### src/rtl/ro_sweep_sequencer.sv
// Ring-oscillator sweep sequencer: walks a page range x 8 taps, times each tap, streams tagged counts.
// Optional peak tracker enabled by defining RO_SWEEP_PEAK_EN.
module ro_sweep_sequencer #(
  parameter int SETTLE_CYCLES = 4,
  parameter int WINDOW_CYCLES = 16,
  parameter int CNT_W         = 5
) (
  input  logic        clk,
  input  logic        rst_n,
  input  logic        start,
  input  logic        abort,
  input  logic [5:0]  page_first,
  input  logic [5:0]  page_last,
  input  logic [5:0]  pattern,
  output logic [5:0]  cm_page,
  output logic [5:0]  cm_in,
  output logic        ro_en,
  output logic [2:0]  ro_sel,
  input  logic [7:0]  ro_count,
  output logic        res_valid,
  input  logic        res_ready,
  output logic [16:0] res_data,
`ifdef RO_SWEEP_PEAK_EN
  output logic [7:0]  peak_count,
  output logic [8:0]  peak_tag,
`endif
  output logic        busy,
  output logic        done
);

  typedef enum logic [2:0] {
    S_IDLE, S_SETTLE, S_MEASURE, S_CAPTURE, S_EMIT, S_NEXT
  } state_t;

  localparam logic [CNT_W-1:0] SETTLE_LAST = CNT_W'(SETTLE_CYCLES - 1);
  localparam logic [CNT_W-1:0] WINDOW_LAST = CNT_W'(WINDOW_CYCLES - 1);

  state_t             state_q, state_d;
  logic [CNT_W-1:0]   cnt_q, cnt_d;
  logic [5:0]         page_last_q, page_last_d;
  logic [5:0]         cm_page_d, cm_in_d;
  logic [2:0]         ro_sel_d;
  logic               ro_en_d, res_valid_d, busy_d, done_d;
  logic [16:0]        res_data_d;
`ifdef RO_SWEEP_PEAK_EN
  logic [7:0]         peak_count_d;
  logic [8:0]         peak_tag_d;
`endif

  always_comb begin
    state_d      = state_q;
    cnt_d        = cnt_q;
    page_last_d  = page_last_q;
    cm_page_d    = cm_page;
    cm_in_d      = cm_in;
    ro_sel_d     = ro_sel;
    ro_en_d      = ro_en;
    res_valid_d  = res_valid;
    res_data_d   = res_data;
    busy_d       = busy;
    done_d       = 1'b0;
`ifdef RO_SWEEP_PEAK_EN
    peak_count_d = peak_count;
    peak_tag_d   = peak_tag;
`endif
    // abort overrides every transition; mux-facing selects keep their last values
    if (abort) begin
      state_d     = S_IDLE;
      cnt_d       = '0;
      ro_en_d     = 1'b0;
      res_valid_d = 1'b0;
      busy_d      = 1'b0;
    end else begin
      case (state_q)
        S_IDLE: begin
          if (start) begin
            page_last_d  = page_last;
            cm_page_d    = page_first;
            cm_in_d      = pattern;
            ro_sel_d     = 3'd0;
            cnt_d        = '0;
            busy_d       = 1'b1;
            state_d      = S_SETTLE;
`ifdef RO_SWEEP_PEAK_EN
            peak_count_d = 8'd0;
            peak_tag_d   = 9'd0;
`endif
          end
        end
        S_SETTLE: begin
          if (cnt_q == SETTLE_LAST) begin
            cnt_d   = '0;
            ro_en_d = 1'b1;
            state_d = S_MEASURE;
          end else begin
            cnt_d = cnt_q + 1'b1;
          end
        end
        S_MEASURE: begin
          if (cnt_q == WINDOW_LAST) begin
            cnt_d   = '0;
            ro_en_d = 1'b0;
            state_d = S_CAPTURE;
          end else begin
            cnt_d = cnt_q + 1'b1;
          end
        end
        S_CAPTURE: begin
          res_data_d  = {cm_page, ro_sel, ro_count};
          res_valid_d = 1'b1;
          state_d     = S_EMIT;
`ifdef RO_SWEEP_PEAK_EN
          if (ro_count > peak_count) begin
            peak_count_d = ro_count;
            peak_tag_d   = {cm_page, ro_sel};
          end
`endif
        end
        S_EMIT: begin
          if (res_ready) begin
            res_valid_d = 1'b0;
            state_d     = S_NEXT;
          end
        end
        S_NEXT: begin
          if (ro_sel != 3'd7) begin
            ro_sel_d = ro_sel + 3'd1;
            state_d  = S_SETTLE;
          end else if (cm_page != page_last_q) begin
            ro_sel_d  = 3'd0;
            cm_page_d = cm_page + 6'd1;
            state_d   = S_SETTLE;
          end else begin
            done_d  = 1'b1;
            busy_d  = 1'b0;
            state_d = S_IDLE;
          end
        end
        default: begin
          state_d = S_IDLE;
          busy_d  = 1'b0;
        end
      endcase
    end
  end

  always_ff @(posedge clk or negedge rst_n) begin
    if (!rst_n) begin
      state_q     <= S_IDLE;
      cnt_q       <= '0;
      page_last_q <= '0;
      cm_page     <= '0;
      cm_in       <= '0;
      ro_sel      <= '0;
      ro_en       <= 1'b0;
      res_valid   <= 1'b0;
      res_data    <= '0;
      busy        <= 1'b0;
      done        <= 1'b0;
`ifdef RO_SWEEP_PEAK_EN
      peak_count  <= '0;
      peak_tag    <= '0;
`endif
    end else begin
      state_q     <= state_d;
      cnt_q       <= cnt_d;
      page_last_q <= page_last_d;
      cm_page     <= cm_page_d;
      cm_in       <= cm_in_d;
      ro_sel      <= ro_sel_d;
      ro_en       <= ro_en_d;
      res_valid   <= res_valid_d;
      res_data    <= res_data_d;
      busy        <= busy_d;
      done        <= done_d;
`ifdef RO_SWEEP_PEAK_EN
      peak_count  <= peak_count_d;
      peak_tag    <= peak_tag_d;
`endif
    end
  end

endmodule

### config.mk
export PLATFORM = sky130hd
export DESIGN_NAME = ro_sweep_sequencer
export DESIGN_NICKNAME = d
export VERILOG_FILES = /design/src/rtl/ro_sweep_sequencer.sv
export SDC_FILE = /design/constraint.sdc
export NUM_CORES = 1
export LEC_CHECK = 0
export CORE_MARGIN = 1.5
export CORE_UTILIZATION = 45
export DETAILED_ROUTE_END_ITERATION = 12
export PLACE_DENSITY = 0.76
export SYNTH_ARGS = -nofsm -noshare
export SYNTH_HDL_FRONTEND = slang
export SYNTH_SLANG_ARGS = --single-unit
### constraint.sdc
create_clock -name clk -period 3.8 [get_ports clk]
set_clock_uncertainty 0.2 [all_clocks]
set_input_delay 0.38 -clock clk [delete_from_list [all_inputs] [get_ports clk]]
set_output_delay 0.38 -clock clk [all_outputs]
set_load 0.01 [all_outputs]
==> run metrics, run 1 <==
slack of the worst reg-to-reg path about 1200 ps; per-instance average area after synthesis 11.2 um2; kind of launch point of the worst setup path flop; Critical Path RT roughly 3800 ps; Mapped Area ~0.0024 mm2; die area slightly below 0.006 mm2; sequential share of power between 40 and 50%; Detailed Route WL between 5000 and 6000 um; iteration-0 DRC count of the detailed router between 100 and 150; synth cell count leaders sky130_fd_sc_hd__dfrtp_1, sky130_fd_sc_hd__mux2_2, sky130_fd_sc_hd__a21oi_1; slew of the pin with the lowest slew margin around 860 ps; area growth from synthesis to final layout 33.3%; total of hold buffers inserted after clock tree synthesis 1; Period Utilization, post-route about two thirds; Post-CTS Setup Repair Bufs 0; H-Tree Depth 2; unrepaired setup endpoints after global routing false; cells taking the most area after synthesis sky130_fd_sc_hd__dfrtp_1, sky130_fd_sc_hd__mux2_2, sky130_fd_sc_hd__a21oi_1; met2 track utilization from global routing between 30% and 40%; I/O pin count 67; worst reg2reg path endpoint cm_page[3]; GR met1 Demand/Resource between 20% and 30%; min-delay src res_data[1]; final-report setup violation count 0; CTS tree done; number of cells traversed by the worst hold path 1; FILL cells 462; number of resized instances in the post-cts repair step 0; CP Capture Type flop; post-synthesis cell type with the largest combined area sky130_fd_sc_hd__dfrtp_1; overall fraction of global-route tracks in use between 15 and 20%; peak supply drop approximately 0.33 mV; reg2reg start state_q[0]; post-route DRC violation count 0; number of enable-type register cells in the synthesized netlist 0; most heavily used metal layer in global routing met2; Die W ~76 um; maximum number of pins on one net before global-route repair 51; Initial Util 47.1%; largest fanout of any net on the critical path 23; start-to-end type of the worst setup path reg2reg; count of nets after finishing ~320; number of unique standard cell types used by synthesis 37; max-cap viol count 0; leakage power summed over all cells between 0.001 and 0.0015 uW; total clock buffers created by CTS 5; share of async-settable or async-resettable flops after synthesis 100%; share of the synthesized area in the top cell type roughly half; post-detailed-route wirelength per cell roughly 14 um; register area share after synthesis 51.7%; warnings from Yosys 0; ant diodes 0; die boundary height approximately 76 um; crit path time final about 2600 ps; # placed instances approximately 340; final hold viol count 0; nets in the synthesized netlist 254; Port-buffer cells 66; clock input transition at the sequential cells of the worst setup and hold paths around 90 ps; hold slack final ~310 ps; result of the run complete, no violations; Vias/cell about 5.3; wire length of the first global-routing pass 8520 um; cell at the root of the clock tree sky130_fd_sc_hd__clkbuf_8; count of pins over their slew limit 0; number of iterations in the first detailed-routing pass 4; logic depth of the worst register-to-register path 5; part of the total power dissipated in combinational logic around 22%; clock network power share between 20% and 30%; register bit total from synthesis 50; maximum frequency from static timing analysis 387 MHz; power density normalized to cell area 407 mW/mm2; most frequent cell after synthesis sky130_fd_sc_hd__dfrtp_1; sum of negative setup slack 0 ps; Int Pwr 951 uW; fraction of layout cells with a size suffix above 1 around 15%; clock insertion delay at the later pin of the skew report 300 ps; placer congestion estimate about 0.8; DPL Wire Length between 3000 and 4000 um; Core Footprint around 0.0051 mm2; number of antenna violations at the first check in global routing 0; vias in the first global route 1816; flip-flop cell with the highest count after synthesis sky130_fd_sc_hd__dfrtp_1; antenna violation net count after detailed routing 0; Core Util, Final between 60% and 70%; Final Instance Count excl. Fillers about 350; share of total power consumed by net switching between 20% and 30%; Worst slew margin a little over two fifths; Site Rows 26; GR Util met3 4.91%; Net Switching around 360 uW; end point of the worst hold path res_data[1]; Max Buffers Root-to-Sink 2; post-synthesis cell count between 200 and 250; Hold Path Class reg2reg; worst endpoint data arrival time ~2600 ps; clock sink count 50; residual overflow from global routing 0; routed via count 1877
==> critical path, cell delays in order (launching register included) <==
cell                       delay (ps)
sky130_fd_sc_hd__dfrtp_1          620
sky130_fd_sc_hd__or3b_1           470
sky130_fd_sc_hd__a211o_1          360
sky130_fd_sc_hd__a211oi_4         450
sky130_fd_sc_hd__o21ai_0          190
sky130_fd_sc_hd__a22oi_1          210
==> logic make-up (layout without fill, tap and decap cells) <==
| kind of cell | after synthesis | count (layout) | share of synthesized area [%] |
|---|---|---|---|
| flip-flops | 50 | 50 | 51.7 |
| adder cells (fa/ha/maj) | 6 | 6 | 3.10 |
| AND/OR/NAND/NOR | 60 | 60 | 12.9 |
| multiplexers | 30 | 30 | 14.0 |
| XOR/XNOR | 7 | 7 | 2.53 |
| buffers and inverters | 18 | 82 | 3.62 |
| AO/OA/AOI/OAI | 46 | 46 | 12.2 |
==> layer usage <==
metal,up-vias,wire length [um]
li1,900,-
met1,925,2180
met5,-,0
met2,48,2530
met3,4,298
met4,0,34
==> power by group through the flow <==
stage	sequential (uW)	combinational (uW)	clock, uW
CTS	655	294	384
global placement	662	283	0
global route	666	319	407
detailed placement	666	291	0
floorplan	661	142	0
finish	656	290	368
==> flip-flops by register name, summed over array words and instances, names as in the netlist <==
name,flops
ro_sel,3
page_last_q,6
state_q,3
cm_in,6
ro_en,1
done,1
res_valid,1
cnt_q,5
cm_page,6
res_data,17
busy,1
==> layout by cell type, fill, tap and decap left out, types with 2 or more instances in the layout <==
cell                              count
sky130_fd_sc_hd__nand2b_1             3
sky130_fd_sc_hd__mux2_2              30
sky130_fd_sc_hd__inv_1                6
sky130_fd_sc_hd__clkdlybuf4s50_1     65
sky130_fd_sc_hd__a32o_1               3
sky130_fd_sc_hd__and3_1               2
sky130_fd_sc_hd__a21oi_1             17
sky130_fd_sc_hd__a31oi_1              3
sky130_fd_sc_hd__nand2_1             16
sky130_fd_sc_hd__nor2b_1              3
sky130_fd_sc_hd__nor3b_1              2
sky130_fd_sc_hd__dfrtp_1             50
sky130_fd_sc_hd__o21ai_0             11
sky130_fd_sc_hd__clkbuf_8             5
sky130_fd_sc_hd__o22ai_1              2
sky130_fd_sc_hd__nor3_1               6
sky130_fd_sc_hd__nand3_1             10
sky130_fd_sc_hd__nor2_1               9
sky130_fd_sc_hd__xor2_1               7
sky130_fd_sc_hd__ha_1                 6
sky130_fd_sc_hd__nand3b_1             3
sky130_fd_sc_hd__or3_1                2
==> worst max-delay path by stage <==
stage,depth (start not counted),startpoint,to
global placement,6,start,cm_page[3]
CTS,5,state_q[0],cm_page[3]
global route,5,state_q[0],cm_page[3]
detailed placement,6,start,cm_page[3]
floorplan,6,cnt_q[0],cnt_q[2]
finish,5,state_q[0],cm_page[3]
==> layout make-up <==
cell class              count  area (um2)  share of cell area [%]
clock buffers               6        72.6                    2.25
clock inverters             2        37.5                    1.16
inverters                   6        22.5                   0.698
multi-input cells         149        1080                    33.5
flip-flops and latches     50        1250                    38.8
well taps                  70        87.6                    2.71
repair buffers             68         673                    20.9
==> per-stage QoR <==
step	total power [uW]	setup slack, ps	cell area, um2
2_1_floorplan	803	1790	2420
3_3_place_gp	944	1150	3110
3_5_place_dp	957	1040	3110
4_1_cts	1330	1250	3230
5_1_grt	1390	1120	3230
6_report	1310	1210	3230
No activity file was read; power rests on OpenSTA's default activity.
==> inputs of run 2 (changes only) <==
Settings changed: CORE_UTILIZATION 45 to 43.
Clock period 3.8 ns to 2.1 ns, I/O delays scaled along.
==> run 2 against run 1 <==
  * Combinational power rose by 110%
  * Sequential power is 77% higher
  * Sequential cell count is the same
  * Non-clock buffer count rose by 19
  * Clock power increased by 56%
  * Critical endpoint is now cm_page[5]
  * Largest power group unchanged
==> run metrics, run 2 (synthesized netlist as in run 1, its figures left out) <==
result of the run complete, no violations; slew of the pin with the lowest slew margin 513 ps (-348 ps); kind of launch point of the worst setup path flop; die area 0.00609 mm2 (+4.5%); H-Tree Depth 2 (unchanged); power density normalized to cell area 685 mW/mm2 (+68%); leakage power summed over all cells 0.00150 uW (+7.0%); crit path time final 2020 ps (-568 ps); # placed instances 362 (+5.8%); count of pins over their slew limit 0 (unchanged); Worst slew margin 65.8% (+24 points); number of antenna violations at the first check in global routing 0 (unchanged); clock sink count 50 (unchanged); most heavily used metal layer in global routing met2; Initial Util 44.2% (-2.9 points); GR met1 Demand/Resource 22.7% (+0.47 points); met2 track utilization from global routing 29.5% (-1.9 points); Max Buffers Root-to-Sink 2 (unchanged); final hold viol count 0 (unchanged); overall fraction of global-route tracks in use 18.0% (-0.20 points); placer congestion estimate 0.787 (+0.61%); DPL Wire Length 3770 um (+3.0%); Hold Path Class in2async; area growth from synthesis to final layout 40.9%; Biggest register res_data; die boundary height 78.0 um (+2.2%); Die W 78.0 um (+2.2%); Period Utilization, post-route 96.1% (+28 points); max-cap viol count 0 (unchanged); peak supply drop 0.490 mV (+48%); fraction of layout cells with a size suffix above 1 22.3% (+7.7 points); most used cells in the layout excluding fill and tap cells sky130_fd_sc_hd__clkdlybuf4s50_1, sky130_fd_sc_hd__dfrtp_1, sky130_fd_sc_hd__mux2_2; Vias/cell 5.20 (-2.7%); dpl ws -222 ps (-1270 ps); number of iterations in the first detailed-routing pass 4 (unchanged); clock input transition at the sequential cells of the worst setup and hold paths 90 ps (about the same); worst path setup slack after routing 82.3 ps (-1130 ps); vias in the first global route 1902 (+4.7%); clock insertion delay at the later pin of the skew report 310 ps (about the same); antenna violation net count after detailed routing 0 (unchanged); count of nets after finishing 336 (+6.0%); residual overflow from global routing 0 (unchanged); routed via count 1936 (+3.1%); Port-buffer cells 66 (unchanged); I/O pin count 67 (unchanged); most common library cell in the layout ignoring fill and taps sky130_fd_sc_hd__clkdlybuf4s50_1; ant diodes 0 (unchanged); largest fanout of any net on the critical path 6 (-74%); post-layout total power 2340 uW (+78%); start-to-end type of the worst setup path reg2reg; maximum number of pins on one net before global-route repair 23 (-55%); final-report setup violation count 0 (unchanged); CTS tree done; Final Instance Count excl. Fillers 372 (+6.0%); max FFs per register 17 (unchanged); total clock buffers created by CTS 5 (unchanged); post-route DRC violation count 0 (unchanged); Core Footprint 0.00547 mm2 (+6.5%); Site Rows 27 (+3.8%); CP Capture Type flop; post-detailed-route wirelength per cell 13.6 um (-5.5%); sum of negative setup slack 0 ps (unchanged); worst endpoint data arrival time 2050 ps (-560 ps); iteration-0 DRC count of the detailed router 116 (-12%); maximum frequency from static timing analysis 496 MHz (+28%); wire length of the first global-routing pass 8610 um (+1.1%); Critical Path RT 2140 ps (-1680 ps); Detailed Route WL 5050 um (+0.16%); cell at the root of the clock tree sky130_fd_sc_hd__clkbuf_8; GR Util met3 4.30% (-0.61 points)
-- run 2: changes by cell type in the layout (fill, tap and decap cells not counted), moves of 2 or more --
cell                      change
sky130_fd_sc_hd__buf_12       +2
sky130_fd_sc_hd__nor2b_1      -2
sky130_fd_sc_hd__nor2b_2      +2
sky130_fd_sc_hd__buf_4       +17
-- run 2: path summary, 6_finish.rpt --
| path | start | to | slack, ps | cells past startpoint |
|---|---|---|---|---|
| worst max-delay path | state_q[0] | cm_page[5] | 80 | 6 |
| worst min-delay path | rst_n | ro_en | 200 | 2 |
| worst max register to register | state_q[0] | cm_page[5] | 80 | 6 |
| worst min register to register | cm_in[5] | cm_in[5] | 310 | 1 |
| max in group asynchronous | rst_n | res_data[0] | 970 | 3 |
| min in group clk | page_first[1] | cm_page[1] | 280 | 3 |
-- run 2: timing repair --
item	in CTS	in global routing
resized for setup	1	8
pin swaps	0	2
setup endpoints to repair	1	6
hold buffers	1	0
hold endpoints to repair	20	0
buffers inserted	0	1
-- run 2: final cells by class --
class	instances	area [um2]
Sequential cell	50	1250
Inverter	6	22.5
Tap cell	72	90.1
Multi-Input combinational cell	149	1110
Fill cell	476	2060
Clock buffer	7	86.3
Timing Repair Buffer	87	841
Clock inverter	1	5.00
-- run 2: power by group --
group | switching (uW) | internal, uW | total [uW]
Clock | 309 | 266 | 575
Combinational | 262 | 343 | 605
Sequential | 92.6 | 1060 | 1160
Total | 663 | 1670 | 2340
-- run 2: critical path: stages (launching register included) --
cell and delay, ps:
sky130_fd_sc_hd__dfrtp_1 380, sky130_fd_sc_hd__or3b_1 370, sky130_fd_sc_hd__a211o_1 340, sky130_fd_sc_hd__a211oi_4 280
sky130_fd_sc_hd__buf_4 190, sky130_fd_sc_hd__a21oi_1 60, sky130_fd_sc_hd__a21oi_1 120
-- run 2: per-stage QoR --
step / util (%) / cell area [um2] / hold WS [ps]
after floorplan: - / 2420 / -286
after global placement: 59.7 / 3270 / 8.47
after detailed placement: 59.7 / 3270 / 11.3
final: 62.3 / 3410 / 204
after global routing: 62.3 / 3410 / 252
after CTS: 61.6 / 3370 / 221
-- run 2: layer usage --
layer | vias to the layer above | routed length (um) | part of all wire (%)
met5 | - | 0 | 0
met4 | 0 | 123 | 2.4
met1 | 925 | 2130 | 42
met2 | 65 | 2470 | 49
li1 | 936 | - | -
met3 | 10 | 329 | 6.5
==> inputs of run 3 (changes only) <==
Settings changed: CELL_PAD_IN_SITES_DETAIL_PLACEMENT set to 1, CELL_PAD_IN_SITES_GLOBAL_PLACEMENT set to 1, CORE_UTILIZATION 43 to 33, PLACE_DENSITY 0.76 to unset, PLACE_DENSITY_LB_ADDON set to 0.1.
==> run 3 against run 2 <==
  * Sequential cell count stayed put
  * First-iteration DRC count is 73% lower
  * Non-clock buffer count is 3 higher
  * Count of clock-buffer cells in the layout is 2 lower
  * Final area is 4.0% higher
  * Register-to-register slack worse by 30 ps
  * Worst hold slack better by 16 ps
  * Power is 12% higher
  * Sequential share of layout area is 1.5 points lower
  * Utilization is 13 points lower
  * Critical path type unchanged
  * Critical endpoint is now cm_page[0]
  * Largest cell class unchanged
==> run metrics, run 3 (synthesized netlist as in run 1, its figures left out) <==
Initial Util 33.7% (-10 points); count of pins over their slew limit 0 (unchanged); max-cap viol count 0 (unchanged); maximum number of pins on one net before global-route repair 30 (+30%); Detailed Route WL 6080 um (+20%); fraction of layout cells with a size suffix above 1 25.1% (+2.7 points); Core Util, Final 49.5% (-13 points); origin of the worst setup path state_q[2]; unrepaired setup endpoints after global routing true; Core Footprint 0.00718 mm2 (+31%); antenna violation net count after detailed routing 0 (unchanged); maximum single-stage delay on the critical path 390 ps (about the same); clock input transition at the sequential cells of the worst setup and hold paths 100 ps (about the same); max FFs per register 17 (unchanged); Site Rows 31 (+15%); most common library cell in the layout ignoring fill and taps sky130_fd_sc_hd__clkdlybuf4s50_1; Biggest register res_data; most used cells in the layout excluding fill and tap cells sky130_fd_sc_hd__clkdlybuf4s50_1, sky130_fd_sc_hd__dfrtp_1, sky130_fd_sc_hd__mux2_2; clock sink count 50 (unchanged); kind of launch point of the worst setup path flop; met2 track utilization from global routing 25.7% (-3.8 points); most heavily used metal layer in global routing met2; worst endpoint data arrival time 2070 ps (+20 ps); vias in the first global route 1984 (+4.3%); post-route DRC violation count 0 (unchanged); Worst path top cell family by delay compound AO/OA/AOI/OAI gates; DPL Wire Length 4410 um (+17%); final hold viol count 0 (unchanged); routed via count 1975 (+2.0%); area growth from synthesis to final layout 46.6%; wire length of the first global-routing pass 9690 um (+12%); combined buffer and inverter count along the critical path 1 (unchanged); count of nets after finishing 339 (+0.89%); peak supply drop 0.400 mV (-19%); H-Tree Depth 2 (unchanged); cell breakdown of the critical path or3b_1 -> a211o_1 -> a211oi_4 -> buf_4 -> a21oi_1 -> a31oi_1; crit path time final 2050 ps (+29.2 ps); Period Utilization, post-route 97.5% (+1.4 points); I/O pin count 67 (unchanged); die boundary height 88.7 um (+14%); ant diodes 0 (unchanged); iteration-0 DRC count of the detailed router 31 (-73%); worst path setup slack after routing 53.1 ps (-29.2 ps); result of the run complete, no violations; Hold Path Class in2async; number of iterations in the first detailed-routing pass 3 (-1); CTS tree done; number of antenna violations at the first check in global routing 0 (unchanged); Vias/cell 4.91 (-5.6%); power density normalized to cell area 738 mW/mm2 (+7.6%); die area 0.00786 mm2 (+29%); GR Util met3 4.57% (+0.27 points); dpl ws -221 ps (+0.775 ps); overall fraction of global-route tracks in use 16.1% (-2.0 points); Critical Path RT 2120 ps (-20 ps); clock insertion delay at the later pin of the skew report 300 ps (about the same); Port-buffer cells 66 (unchanged); post-detailed-route wirelength per cell 15.1 um (+11%); slew of the pin with the lowest slew margin 557 ps (+44.3 ps); Die W 88.7 um (+14%); CP Capture Type flop; residual overflow from global routing 0 (unchanged); largest fanout of any net on the critical path 5 (-1); FILL cells 779 (+64%); start-to-end type of the worst setup path reg2reg; placer congestion estimate 0.748 (-5.0%); CP max stage cell sky130_fd_sc_hd__dfrtp_1; reg2reg start state_q[2]; total clock buffers created by CTS 5 (unchanged); Worst slew margin 62.8% (-3.0 points); maximum frequency from static timing analysis 489 MHz (-1.4%); cell at the root of the clock tree sky130_fd_sc_hd__clkbuf_8; GR met1 Demand/Resource 21.5% (-1.1 points); leakage power summed over all cells 0.00154 uW (+2.6%); Max Buffers Root-to-Sink 2 (unchanged); final-report setup violation count 0 (unchanged)
-- run 3: worst register-to-register path, cell delays in order, from the launching register on --
cell and delay [ps]:
sky130_fd_sc_hd__dfrtp_1 390, sky130_fd_sc_hd__or3b_1 380, sky130_fd_sc_hd__a211o_1 310, sky130_fd_sc_hd__a211oi_4 340, sky130_fd_sc_hd__buf_4 170, sky130_fd_sc_hd__a21oi_1 50
sky130_fd_sc_hd__a31oi_1 140
-- run 3: per-stage QoR --
step                      hold WS (ps)  power (uW)  cell area [um2]  TNS (ps)  cells
after floorplan                   -286        1450             2420         0    217
after global placement            33.2        1780             3320     -1000    391
after CTS                          244        2630             3470         0    400
after global routing               274        2760             3550     -39.8    402
final                              221        2620             3550         0    402
after detailed placement          37.0        1800             3320     -1240    391
-- run 3: final timing paths --
check,to,slack (ps),cells after the start
worst max-delay path,cm_page[0],50,6
worst min-delay path,cnt_q[2],220,2
worst max register to register,cm_page[0],50,6
worst min register to register,res_data[13],310,1
max in group asynchronous,cm_page[2],930,3
min in group clk,cm_page[1],310,3
-- run 3: final cells by class --
| type | instances | area, um2 | area share, % |
|---|---|---|---|
| Clock inverter | 3 | 68.8 | 1.94 |
| Sequential cell | 50 | 1250 | 35.3 |
| Clock buffer | 5 | 68.8 | 1.94 |
| Tap cell | 99 | 124 | 3.49 |
| Timing Repair Buffer | 90 | 871 | 24.5 |
| Multi-Input combinational cell | 149 | 1140 | 32.2 |
| Inverter | 6 | 22.5 | 0.635 |
-- run 3: per-layer routing --
metal	share of wire (%)	vias to the layer above
li1	-	936
met1	47	981
met2	47	54
met3	5.4	4
met4	0.76	0
met5	0	-
-- run 3: report_power, final --
group / internal [uW] / leakage [uW] / total, uW / switching [uW]
Sequential: 1060 / 0.000650 / 1160 / 99.8
Clock: 477 / 0.0000683 / 813 / 335
Combinational: 358 / 0.000823 / 641 / 283
-- run 3: repair_timing --
item	in CTS	in global routing
pin swaps	0	5
setup buffers	0	2
endpoints found under the setup margin	1	6
endpoints found under the hold margin	21	0
hold buffers	1	0
gates resized for setup	1	17
